$ cat src/rtl/asg_env_pkg.sv
// rtl/asg_env_pkg.sv - shared state encoding and widths for the ASG amplitude-envelope generator
package asg_env_pkg;

    localparam int ENV_AW = 14;
    localparam int ENV_FW = 16;

    typedef enum logic [2:0] {
        ENV_IDLE    = 3'd0,
        ENV_ATTACK  = 3'd1,
        ENV_HOLD    = 3'd2,
        ENV_DECAY   = 3'd3,
        ENV_SUSTAIN = 3'd4,
        ENV_RELEASE = 3'd5
    } env_state_t;

endpackage

$ cat src/rtl/asg_env_ramp.sv
// rtl/asg_env_ramp.sv - one saturating fixed-point step of the level accumulator toward a target
module asg_env_ramp
    import asg_env_pkg::*;
#(
    parameter int AW = ENV_AW,
    parameter int FW = ENV_FW
) (
    input  logic signed [AW+FW-1:0] acc,
    input  logic        [AW+FW-1:0] step,
    input  logic signed [AW-1:0]    target,
    input  logic                    dir,
    output logic signed [AW+FW-1:0] acc_next,
    output logic                    reached
);

    // Two guard bits: a full-range unsigned step added to a full-range level never wraps.
    localparam int XW = AW + FW + 2;

    logic signed [XW-1:0] acc_x;
    logic signed [XW-1:0] step_x;
    logic signed [XW-1:0] tgt_x;
    logic signed [XW-1:0] sum_x;

    // dir=1 rises toward target, dir=0 falls; a zero step or a crossed target lands exactly on it.
    always_comb begin
        acc_x    = {{2{acc[AW+FW-1]}}, acc};
        step_x   = {2'b00, step};
        tgt_x    = {{2{target[AW-1]}}, target, {FW{1'b0}}};
        sum_x    = dir ? (acc_x + step_x) : (acc_x - step_x);
        reached  = (step == '0) || (dir ? (sum_x >= tgt_x) : (sum_x <= tgt_x));
        acc_next = reached ? tgt_x[AW+FW-1:0] : sum_x[AW+FW-1:0];
    end

endmodule

$ cat src/rtl/asg_envelope_gen.sv
// rtl/asg_envelope_gen.sv - ADSR amplitude-envelope FSM driving amp_mod; ASG_ENV_LOOP_EN enables auto-restart
module asg_envelope_gen
    import asg_env_pkg::*;
#(
    parameter int AW = ENV_AW,
    parameter int FW = ENV_FW,
    parameter int HW = 32
) (
    input  logic                 dac_clk_i,
    input  logic                 dac_rstn_i,
    input  logic                 trig_i,
    input  logic                 stop_i,
    input  logic                 set_rst_i,
    input  logic signed [AW-1:0] set_base_i,
    input  logic signed [AW-1:0] set_peak_i,
    input  logic signed [AW-1:0] set_sus_i,
    input  logic [AW+FW-1:0]     set_att_i,
    input  logic [AW+FW-1:0]     set_dec_i,
    input  logic [AW+FW-1:0]     set_rel_i,
    input  logic [HW-1:0]        set_hold_i,
    input  logic                 set_loop_i,
    output logic signed [AW-1:0] amp_mod_o,
    output logic                 busy_o,
    output logic [2:0]           state_o,
    output logic                 done_o
);

    env_state_t               state;
    logic signed [AW+FW-1:0]  acc;
    logic [HW-1:0]            hold_cnt;

    logic [AW+FW-1:0]         ramp_step;
    logic signed [AW-1:0]     ramp_target;
    logic                     ramp_dir;
    logic signed [AW+FW-1:0]  ramp_next;
    logic                     ramp_reached;
    logic                     loop_restart;

`ifdef ASG_ENV_LOOP_EN
    assign loop_restart = set_loop_i;
`else
    logic unused_loop;
    assign loop_restart = 1'b0;
    assign unused_loop  = set_loop_i;
`endif

    // Select the step, target and direction of the single shared ramp for the current state.
    always_comb begin
        ramp_step   = set_rel_i;
        ramp_target = set_base_i;
        ramp_dir    = 1'b0;
        case (state)
            ENV_ATTACK: begin
                ramp_step   = set_att_i;
                ramp_target = set_peak_i;
                ramp_dir    = 1'b1;
            end
            ENV_DECAY: begin
                ramp_step   = set_dec_i;
                ramp_target = set_sus_i;
            end
            default: ;
        endcase
    end

    asg_env_ramp #(.AW(AW), .FW(FW)) u_ramp (
        .acc      (acc),
        .step     (ramp_step),
        .target   (ramp_target),
        .dir      (ramp_dir),
        .acc_next (ramp_next),
        .reached  (ramp_reached)
    );

    // Envelope sequencer: soft reset beats note-off, note-off beats the ramp, retrigger only from RELEASE.
    always_ff @(posedge dac_clk_i or negedge dac_rstn_i) begin
        if (!dac_rstn_i) begin
            state    <= ENV_IDLE;
            acc      <= '0;
            hold_cnt <= '0;
            done_o   <= 1'b0;
        end else begin
            done_o <= 1'b0;
            if (set_rst_i) begin
                state    <= ENV_IDLE;
                acc      <= {set_base_i, {FW{1'b0}}};
                hold_cnt <= '0;
            end else begin
                case (state)
                    ENV_IDLE: begin
                        if (trig_i) state <= ENV_ATTACK;
                        else        acc   <= {set_base_i, {FW{1'b0}}};
                    end
                    ENV_ATTACK: begin
                        if (stop_i) begin
                            state <= ENV_RELEASE;
                        end else begin
                            acc <= ramp_next;
                            if (ramp_reached) begin
                                state    <= ENV_HOLD;
                                hold_cnt <= set_hold_i;
                            end
                        end
                    end
                    ENV_HOLD: begin
                        if (stop_i)                state    <= ENV_RELEASE;
                        else if (hold_cnt == '0)   state    <= ENV_DECAY;
                        else                       hold_cnt <= hold_cnt - 1'b1;
                    end
                    ENV_DECAY: begin
                        if (stop_i) begin
                            state <= ENV_RELEASE;
                        end else begin
                            acc <= ramp_next;
                            if (ramp_reached) state <= ENV_SUSTAIN;
                        end
                    end
                    ENV_SUSTAIN: begin
                        if (stop_i) state <= ENV_RELEASE;
                    end
                    ENV_RELEASE: begin
                        if (trig_i) begin
                            state <= ENV_ATTACK;
                        end else begin
                            acc <= ramp_next;
                            if (ramp_reached) begin
                                done_o <= 1'b1;
                                state  <= loop_restart ? ENV_ATTACK : ENV_IDLE;
                            end
                        end
                    end
                    default: state <= ENV_IDLE;
                endcase
            end
        end
    end

    assign amp_mod_o = acc[AW+FW-1:FW];
    assign busy_o    = (state != ENV_IDLE);
    assign state_o   = state;

endmodule

$ cat config.mk
export PLATFORM = sky130hd
export DESIGN_NAME = asg_envelope_gen
export DESIGN_NICKNAME = d
export VERILOG_FILES = /design/src/rtl/asg_env_pkg.sv /design/src/rtl/asg_env_ramp.sv /design/src/rtl/asg_envelope_gen.sv
export SDC_FILE = /design/constraint.sdc
export NUM_CORES = 1
export LEC_CHECK = 0
export ABC_AREA = 1
export CORE_ASPECT_RATIO = 0.6
export CORE_UTILIZATION = 55
export CTS_CLUSTER_SIZE = 40
export DETAILED_ROUTE_END_ITERATION = 12
export GPL_TIMING_DRIVEN = 0
export HOLD_SLACK_MARGIN = 0.05
export PLACE_DENSITY = 0.83
export SETUP_SLACK_MARGIN = 0.5
export SYNTH_ARGS = -nofsm -noshare
export SYNTH_HDL_FRONTEND = slang
export SYNTH_SLANG_ARGS = --single-unit
export TNS_END_PERCENT = 100
$ cat constraint.sdc
create_clock -name dac_clk_i -period 13.35 [get_ports dac_clk_i]
set_input_delay 2.67 -clock dac_clk_i [delete_from_list [all_inputs] [get_ports dac_clk_i]]
set_output_delay 2.67 -clock dac_clk_i [all_outputs]
set_load 0.005 [all_outputs]
==> metrics.log, run 1 <==
[metrics] status: finished clean
[metrics] FFs w/ async S/R, synth: 100%
[metrics] synthesized area per cell: 5.92 um2
[metrics] Crit Reg-Reg Endpoint: acc[2]
[metrics] R2R cell count: 37
[metrics] post-synth net total: 1665
[metrics] wire length on met1: 14.8 mm
[metrics] worst-margin pin slew: 790 ps
[metrics] reg-to-reg critical path startpoint: state_o[2]
[metrics] area added between synthesis and finish: 28.9%
[metrics] Clock Sink Count: 66
[metrics] predominant post-synthesis flop cell: sky130_fd_sc_hd__dfrtp_1
[metrics] number of remaining DRC errors: 0
[metrics] critical-path maximum fanout: 10
[metrics] DR WL met2: 13.2 mm
[metrics] count of unique library cells instantiated by Yosys: 44
[metrics] area share of the largest cell type after synthesis: 19.3%
[metrics] TNS Setup: 0 ps
[metrics] die outline area: 16100 um2
[metrics] Final setup violation count: 0
[metrics] pin count of the biggest net entering global routing: 67
[metrics] antenna violation net count after detailed routing: 0
[metrics] data required time at the worst endpoint: 13550 ps
[metrics] antenna violations before repair: 0
[metrics] EDFF count, synth: 0
[metrics] final hold viol count: 0
[metrics] clock tree buffer depth: 2
[metrics] final WL: 33.6 mm
[metrics] part of the cycle the worst path needs: 66.1%
[metrics] register-to-register path setup slack: 6280 ps
[metrics] endpoint of the worst hold path: hold_cnt[1]
[metrics] # port buffers: 187
[metrics] Yosys warnings: 0
[metrics] FP Rows: 34
[metrics] die extent in y: 98.6 um
[metrics] HPWL after DPL: 27.6 mm
[metrics] highest metal layer used by the detailed router: met4
[metrics] initial drt markers: 1419
[metrics] clock skew after layout: 9.80 ps
[metrics] Critical Setup Path Class: in2reg
[metrics] total routing resource utilization after global routing: 41.9%
[metrics] DRT Pass-1 Iters: 6
[metrics] root buffer selected by CTS: sky130_fd_sc_hd__clkbuf_16
[metrics] instance count along the most critical hold path: 2
[metrics] most repeated cell in the gate-level netlist after synthesis: sky130_fd_sc_hd__nand2_1
[metrics] routed vias: 10700
[metrics] Post-Syn Area: 8550 um2
[metrics] sort of element at the start of the critical path: input port
[metrics] initial standard-cell utilization of the core: 57.6%
[metrics] Mapped Cells: 1444
[metrics] CTS tree: done
[metrics] number of buffers added by the clock tree synthesis step: 9
[metrics] relative slew slack: 47.3%
[metrics] FF+latch count, synth: 66
[metrics] hold wc startpoint: hold_cnt[1]
[metrics] sequential area share after synthesis: 19.3%
[metrics] CTS clock-pin slew for the worst setup and hold paths: 70 ps
[metrics] PostCTS Resize Cnt: 0
[metrics] Final nets: 1864
[metrics] count of boundary I/O pins: 189
[metrics] path category of the worst min-delay check: reg2reg
[metrics] post-layout min period: 8820 ps
[metrics] max frequency: 0.113 GHz
[metrics] Ant. Diodes: 0
[metrics] postcts setup bufs: 0
[metrics] global route total overflow: 0
[metrics] Yosys top cell by area: sky130_fd_sc_hd__dfrtp_1
[metrics] critical-path cell with the highest stage delay: sky130_fd_sc_hd__clkdlybuf4s50_1
[metrics] most used standard cells in the synthesized netlist: 439 x sky130_fd_sc_hd__nand2_1, 179 x sky130_fd_sc_hd__nor2_1, 178 x sky130_fd_sc_hd__inv_1
[metrics] post-DR vias/cell: 5.81
[metrics] max-slew violations: 0
[metrics] fill count: 1234
[metrics] Largest stage delay, worst path: 410 ps
[metrics] first-pass GRT wire length: 51.5 mm
[metrics] number of maximum-capacitance violations: 0
[metrics] setup repair after global routing missed its margin: false
[metrics] data arrival time of the worst path: 9020 ps
[metrics] Die Wd: 163 um
[metrics] leading cell types by total area after synthesis: sky130_fd_sc_hd__dfrtp_1 19%, sky130_fd_sc_hd__nand2_1 19%, sky130_fd_sc_hd__nor2_1 7.9%
[metrics] met3 wire length: 4.99 mm
[metrics] Critical Path Sink Type: flop
[metrics] Placeable Area: 14800 um2
[metrics] via count of the first global-routing pass: 9666
[metrics] drt wl/cell: 18.2 um
[metrics] clock latency on the worst-skew pair: 350 ps
[metrics] CTS H-tree depth: 3
[metrics] share of post-route cells with drive strength above 1: 4.92%
[metrics] hold buffer count at CTS: 0
[metrics] placer's final routability congestion estimate: 1.05
## flip-flops by register name, indices dropped and copies added, names as in the netlist
| signal | count |
|---|---|
| done_o | 1 |
| hold_cnt | 32 |
| acc | 30 |
| state_o | 3 |
## cell type report
type,count,area [um2],share of cell area (%)
Buffer,61,345,3.13
Clock buffer,10,239,2.17
Clock inverter,6,90.1,0.817
Tap cell,198,248,2.25
Sequential cell,66,1650,15.0
Timing Repair Buffer,188,1900,17.2
Multi-Input combinational cell,1133,5860,53.2
Inverter,184,691,6.27
## worst max-delay path, delay by kind of cell
family                   cells  cell delay, ps
AO/OA/AOI/OAI                7            1530
XOR/XNOR                     2             310
adder cells (fa/ha/maj)      2             620
buffers and inverters        4             910
AND/OR/NAND/NOR             19            2960
## through the flow
stage               instances  setup slack [ps]  instance area, um2  utilization [%]  hold WS (ps)
floorplan                1444              6340                8550                -           442
global placement         1829              4570               10700             71.9           455
detailed placement       1830              4470               10700             72.0           459
CTS                      1846              4810               11000             74.2           475
global route             1846              4000               11000             74.2           491
finish                   1846              4530               11000             74.2           479
## layout by cell type (no fill, tap or decap), types with 3 or more instances in the layout
cell and instances:
sky130_fd_sc_hd__o221ai_1 3, sky130_fd_sc_hd__buf_6 5, sky130_fd_sc_hd__a21o_1 3, sky130_fd_sc_hd__o31ai_1 4, sky130_fd_sc_hd__dfrtp_1 66, sky130_fd_sc_hd__o211ai_1 6, sky130_fd_sc_hd__a21oi_2 7, sky130_fd_sc_hd__inv_1 178
sky130_fd_sc_hd__nand2_4 3, sky130_fd_sc_hd__a211oi_1 4, sky130_fd_sc_hd__buf_1 3, sky130_fd_sc_hd__ha_1 50, sky130_fd_sc_hd__nor2_2 3, sky130_fd_sc_hd__nor3_1 18, sky130_fd_sc_hd__a21oi_1 100, sky130_fd_sc_hd__a31oi_1 5
sky130_fd_sc_hd__xor2_1 38, sky130_fd_sc_hd__xnor2_1 20, sky130_fd_sc_hd__o21ai_0 69, sky130_fd_sc_hd__clkbuf_1 24, sky130_fd_sc_hd__nand2_1 439, sky130_fd_sc_hd__clkbuf_16 9, sky130_fd_sc_hd__nand3b_1 32, sky130_fd_sc_hd__nor2_1 179
sky130_fd_sc_hd__nand3_1 79, sky130_fd_sc_hd__o21bai_1 5, sky130_fd_sc_hd__a22o_1 15, sky130_fd_sc_hd__buf_4 18, sky130_fd_sc_hd__or2_2 4, sky130_fd_sc_hd__nand4_1 33, sky130_fd_sc_hd__clkdlybuf4s50_1 186, sky130_fd_sc_hd__buf_2 12
sky130_fd_sc_hd__inv_2 5
## metal layers
metal,up-vias,GRT usage (%)
li1,5057,-
met1,4834,62.3
met2,769,58.5
met3,67,12.8
met4,0,8.70
met5,-,0
## logic make-up (layout without fill, tap and decap cells)
logic type      after synthesis  count (layout)  share of synthesized area [%]
simple gates                799             799                           39.9
buf+inv                     245             449                           12.1
fa+ha+maj                    51              51                           7.55
xor+xnor                     58              58                           5.94
compound gates              225             225                           15.1
flops                        66              66                           19.3
## how the worst max path moves through the flow
stage	start	to	slack [ps]	cells past startpoint
4_1_cts	set_dec_i[0]	acc[2]	4810	38
6_report	set_dec_i[0]	acc[2]	4530	34
5_1_grt	set_dec_i[0]	acc[2]	4000	38
2_1_floorplan	set_att_i[2]	hold_cnt[9]	6340	40
3_5_place_dp	set_dec_i[0]	acc[14]	4470	38
3_3_place_gp	set_dec_i[0]	acc[14]	4570	35
Power of run 1 is not shown: default switching activity piles up to over one toggle a cycle in this logic, so the estimate is an artifact.
==> inputs of run 2 (changes only) <==
CORE_UTILIZATION = 48   (was 55)
PLACE_DENSITY = 0.77   (was 0.83)
clock period = 7.2 ns   (was 13.35 ns; I/O delays follow)
==> run 2 against run 1 <==
Net effect:
- flip-flop and latch count unchanged
- final area increased by 9.2%
- routed wire length increased by 5.8%
- global-route usage decreased by 4.6 points
- clock skew increased by 1.4 ps
- utilization decreased by 4.5 points
- die area increased by 14%
- non-clock buffer count increased by 31
- setup slack got worse by 4000 ps
- critical path depth increased by 3
- sequential share of layout area decreased by 1.3 points
- critical path type unchanged
- critical endpoint is now acc[15]
- largest cell class unchanged
==> metrics.log, run 2 (synthesis gave the netlist of run 1 again) <==
[metrics] HPWL after DPL: 28.1 mm
[metrics] Clock Sink Count: 66
[metrics] status: finished clean
[metrics] relative slew slack: 38.5%
[metrics] Ant. Diodes: 0
[metrics] Die Wd: 174 um
[metrics] met3 Resource Use GR: 14.0%
[metrics] post-DR vias/cell: 5.57
[metrics] antenna violations before repair: 0
[metrics] # port buffers: 187
[metrics] final hold viol count: 0
[metrics] worst-margin pin slew: 922 ps
[metrics] global route total overflow: 0
[metrics] R2R cell count: 39
[metrics] Top Usage Layer GRT: met1
[metrics] max-slew violations: 0
[metrics] placer's final routability congestion estimate: 1.03
[metrics] antenna violation net count after detailed routing: 0
[metrics] sort of element at the start of the critical path: input port
[metrics] number of remaining DRC errors: 0
[metrics] initial drt markers: 1381
[metrics] first-pass GRT wire length: 52.2 mm
[metrics] number of buffers added by the clock tree synthesis step: 9
[metrics] Final nets: 1895
[metrics] via count of the first global-routing pass: 9486
[metrics] Placeable Area: 17300 um2
[metrics] worst slack, placed: -524 ps
[metrics] clock latency on the worst-skew pair: 360 ps
[metrics] Buf/Inv on CP: 10
[metrics] Largest stage delay, worst path: 420 ps
[metrics] initial standard-cell utilization of the core: 49.5%
[metrics] met1 usage in global routing: 55.3%
[metrics] CTS H-tree depth: 3
[metrics] hold buffer count at CTS: 0
[metrics] slack of the critical path: 552 ps
[metrics] Critical Setup Path Class: in2reg
[metrics] Final setup violation count: 0
[metrics] non-filler cells in the finished layout: 1913
[metrics] final WL: 35.6 mm
[metrics] routed vias: 10700
[metrics] max frequency: 0.150 GHz
[metrics] most used cells in the layout excluding fill and tap cells: 411 x sky130_fd_sc_hd__nand2_1, 186 x sky130_fd_sc_hd__clkdlybuf4s50_1, 169 x sky130_fd_sc_hd__inv_1
[metrics] path category of the worst min-delay check: reg2reg
[metrics] pin count of the biggest net entering global routing: 67
[metrics] instance count along the most critical hold path: 2
[metrics] die extent in y: 105 um
[metrics] CTS clock-pin slew for the worst setup and hold paths: 60 ps
[metrics] post-layout min period: 6650 ps
[metrics] most common cell after layout, fill and taps aside: sky130_fd_sc_hd__nand2_1
[metrics] utilization of the core after routing: 69.7%
[metrics] fill count: 1531
[metrics] root buffer selected by CTS: sky130_fd_sc_hd__clkbuf_16
[metrics] CTS tree: done
[metrics] number of maximum-capacitance violations: 0
[metrics] count of boundary I/O pins: 189
[metrics] Critical Path Sink Type: flop
[metrics] number of placed instances with taps included: 1866
[metrics] global-route met2 utilization: 49.7%
[metrics] area added between synthesis and finish: 40.9%
[metrics] clock skew after layout: 11.2 ps
[metrics] share of post-route cells with drive strength above 1: 14.4%
[metrics] max FFs per register: 32
[metrics] WP depth: 37
[metrics] critical-path maximum fanout: 10
[metrics] most used cell, CP: sky130_fd_sc_hd__nor2_2
[metrics] critical-path cell with the highest stage delay: sky130_fd_sc_hd__clkdlybuf4s50_1
[metrics] part of the cycle the worst path needs: 92.3%
[metrics] FP Rows: 37
[metrics] die outline area: 18400 um2
[metrics] register containing the most flip-flops in the final layout: hold_cnt
[metrics] drt wl/cell: 18.6 um
[metrics] data arrival time of the worst path: 6870 ps
[metrics] data required time at the worst endpoint: 7420 ps
[metrics] Top Family by Delay on Critical Path: simple AND/OR/NAND/NOR gates
[metrics] clock tree buffer depth: 2
[metrics] setup repair after global routing missed its margin: true
[metrics] total routing resource utilization after global routing: 37.2%
[metrics] DRT Pass-1 Iters: 6
run 2: changes by cell type in the layout (fill, tap and decap cells not counted), moves of 12 or more:
| cell | previous run | this run |
|---|---|---|
| sky130_fd_sc_hd__a21oi_1 | 100 | 81 |
| sky130_fd_sc_hd__a21oi_2 | 7 | 19 |
| sky130_fd_sc_hd__ha_4 | 0 | 16 |
| sky130_fd_sc_hd__buf_4 | 18 | 49 |
| sky130_fd_sc_hd__nand2_1 | 439 | 411 |
| sky130_fd_sc_hd__ha_1 | 50 | 33 |
| sky130_fd_sc_hd__o21ai_0 | 69 | 54 |
| sky130_fd_sc_hd__nand2_2 | 1 | 26 |
| sky130_fd_sc_hd__nor2_2 | 3 | 18 |
| sky130_fd_sc_hd__nor2_1 | 179 | 155 |
run 2: layer usage:
metal / vias up / part of all wire, % / wire [um]
met2: 637 / 39 / 14000
li1: 5107 / - / -
met3: 45 / 14 / 4920
met4: 0 / 1.6 / 575
met1: 4864 / 45 / 16000
met5: - / 0 / 0
run 2: layout make-up:
class / count / area (um2) / area share (%)
multi-input combinational: 1133 / 6580 / 54.6
clock inverter: 6 / 115 / 0.956
timing repair buffer: 219 / 2130 / 17.7
clock buffer: 10 / 229 / 1.90
tap: 234 / 293 / 2.43
sequential: 66 / 1650 / 13.7
buffer: 61 / 350 / 2.91
inverter: 184 / 693 / 5.76
run 2: worst register-to-register path, delay by kind of cell, from the launching register on:
family	cells	cell delay, ps
xor gates and xnor gates	2	370
and+or+nand+nor	21	2560
adders and majority gates	2	600
buffers and inverters	11	1480
AOI/OAI and AO/OA	3	630
DFF	1	470
run 2: worst paths after layout:
check / end / start / slack (ps)
min in group asynchronous: acc[15] / dac_rstn_i / 1100
worst min-delay path: hold_cnt[1] / hold_cnt[1] / 470
worst max register to register: acc[15] / state_o[2] / 970
worst max-delay path: acc[15] / set_rel_i[11] / 550
max in group asynchronous: acc[18] / dac_rstn_i / 5800
worst min register to register: hold_cnt[1] / hold_cnt[1] / 470
run 2: per-stage QoR:
step	hold slack [ps]	cell area (um2)	setup TNS [ps]
4_1_cts	474	11300	0
5_1_grt	516	12000	0
2_1_floorplan	442	8550	0
6_report	472	12000	0
3_5_place_dp	458	10700	-27230
3_3_place_gp	456	10700	-20330
run 2: repair_timing:
| action | CTS | global route |
|---|---|---|
| buffers inserted | 7 | 24 |
| setup endpoints to repair | 66 | 66 |
| pin swaps | 5 | 41 |
| gates cloned | 0 | 0 |
| resized for setup | 38 | 143 |
Power of run 2 is left out for the same reason.
==> variant, RTL diff (config.mk and constraints of run 2) <==
Build with the macro `ASG_ENV_LOOP_EN` defined.
--- a/src/rtl/asg_envelope_gen.sv
+++ b/src/rtl/asg_envelope_gen.sv
@@ -1,2 +1,4 @@
 // rtl/asg_envelope_gen.sv - ADSR amplitude-envelope FSM driving amp_mod; ASG_ENV_LOOP_EN enables auto-restart
+`define ASG_ENV_LOOP_EN
+
 module asg_envelope_gen
Check against the original RTL: not equivalent (a bounded check fails within 4 cycles, from zero or initial values and one cycle with dac_rstn_i low).
==> variant against run 2 <==
- worst setup slack improved by 120 ps
- non-clock buffer count rose by 9
- global-route usage fell by 0.61 points
- sequential cell count did not move
- synthesized area rose by 2.0%
- count of clock-buffer cells in the layout fell by 1
- worst hold slack improved by 26 ps
- register-to-register slack got worse by 140 ps
- design area rose by 3.6%
- first-iteration DRC count fell by 12%
- wire length rose by 0.58%
Power is left out: the tool's default activity adds up to more than one toggle a clock period on the data nets, which glitch-free logic cannot reach.
==> variant: results (changes against run 2) <==
Slew @ Worst Pin=855 ps (-66.7 ps); adder-cell share of the synthesized area=7.41% (-0.15 points); Final nets=1935 (+2.1%); initial antenna violation count=0 (unchanged); hold_ws=498 ps (+26.3 ps); comb_multi_in=1151 (+1.6%); CTS resizes=32 (-16%); largest net degree at the start of global routing=66 (-1.5%); DR WL met2=13700 microns (-2.1%); total global-route track usage=36.6% (-0.61 points); non-filler cells in the finished layout=1952 (+2.0%); WP data arrival=6760 ps (-110 ps); vias per cell=5.59 (+0.32%); Worst Min Path Start=hold_cnt[12]$_DFFE_PN0P_; Register-to-Register Path Depth=35 (-10%); wl on met1=16600 microns (+3.6%); fraction of area in multi-input gates=54.1% (-0.54 points); met1 Track Usage GR=54.4% (-0.88 points); fillers=1468 (-4.1%); Clock-cell share=2.73% (-0.13 points); synthesized net count=1696 (+1.9%); r2r endpoint=hold_cnt[23]$_DFFE_PN0P_; Seq/Total Area, Yosys=18.9% (-0.38 points); FMAX=153 MHz (+1.9%); critical path fanouts, max=8 (-2); GR Layer Usage met3=15.6% (+1.7 points); Synth top cells by count=nand2_1, nor2_1, inv_1; Endpoint, Worst Hold=hold_cnt[12]$_DFFE_PN0P_; global-route wire length before repair=52500 microns (+0.49%); clk slew on worst S/H paths=60 ps (about the same); buffering overhead=21.6% (+1.0 points); status=finished clean; Final Max Slew Viols=0 (unchanged); synth unique cells=45 (+2.3%); routability cong.=1.02 (-0.63%); met2 Resource Use GR=48.1% (-1.6 points); Post-CTS Setup Bufs=8 (+1); vias in the first global route=9768 (+3.0%); pre-CTS setup slack=-739 ps (-215 ps); DIE AREA=18700 sq um (+2.0%); wire length on met3=5010 microns (+1.9%); synthesized-area fraction occupied by xor and xnor cells=5.63% (-0.32 points); Reg2Reg Setup Slack=830 ps (-140 ps); DP HPWL=27600 microns (-1.6%); count of non-CTS inverters in the layout=197 (+7.1%); Syn Inst Count=1475 (+2.1%); dpl cell area=10900 sq um (+1.6%); Synth Area in Compound Gates=14.5% (-0.64 points); synth top area cells=dfrtp_1, nand2_1, nor2_1; Routed WL=35800 microns (+0.58%); Non-clock buffers=289 (+3.2%); Worst R2R Start=state_o[1]$_DFFE_PN0P_; layout cells sized above 1=15.8% (+1.4 points); Crit. Startpoint=set_dec_i[16]; worst-case clock skew=11.4 ps (+0.246 ps); post-synth top area share=18.9% (-0.38 points); DRT iter0 DRCs=1209 (-12%)
-- variant: cell count changes in the layout (fill, tap and decap cells not counted), moves of 5 or more --
cell / delta
dlymetal6s2s_1: +29
nor4_1: +5
nand4_1: -6
clkdlybuf4s50_1: -29
nand3b_1: +5
ha_2: +7
nand2_2: +7
buf_2: -6
inv_1: +13
nor2_1: +12
buf_4: +9
nand2_1: -16
a21oi_2: -8
nor2_4: +9
-- variant: kinds of logic after synthesis --
logic type      after synthesis
flops                        66
buf+inv                     258
simple gates                823
xor+xnor                     56
fa+ha+maj                    51
compound gates              221
-- variant: metrics by stage --
step	TNS (ps)	util, %
global route	0	71.5
global placement	-27030	62.4
finish	0	71.5
floorplan	0	-
CTS	0	65.4
detailed placement	-38380	62.5
-- variant: worst min-delay path, stage by stage (launching register included) --
cell and delay, ps:
dfrtp_1 360, nand2_1 60, nand2_1 40
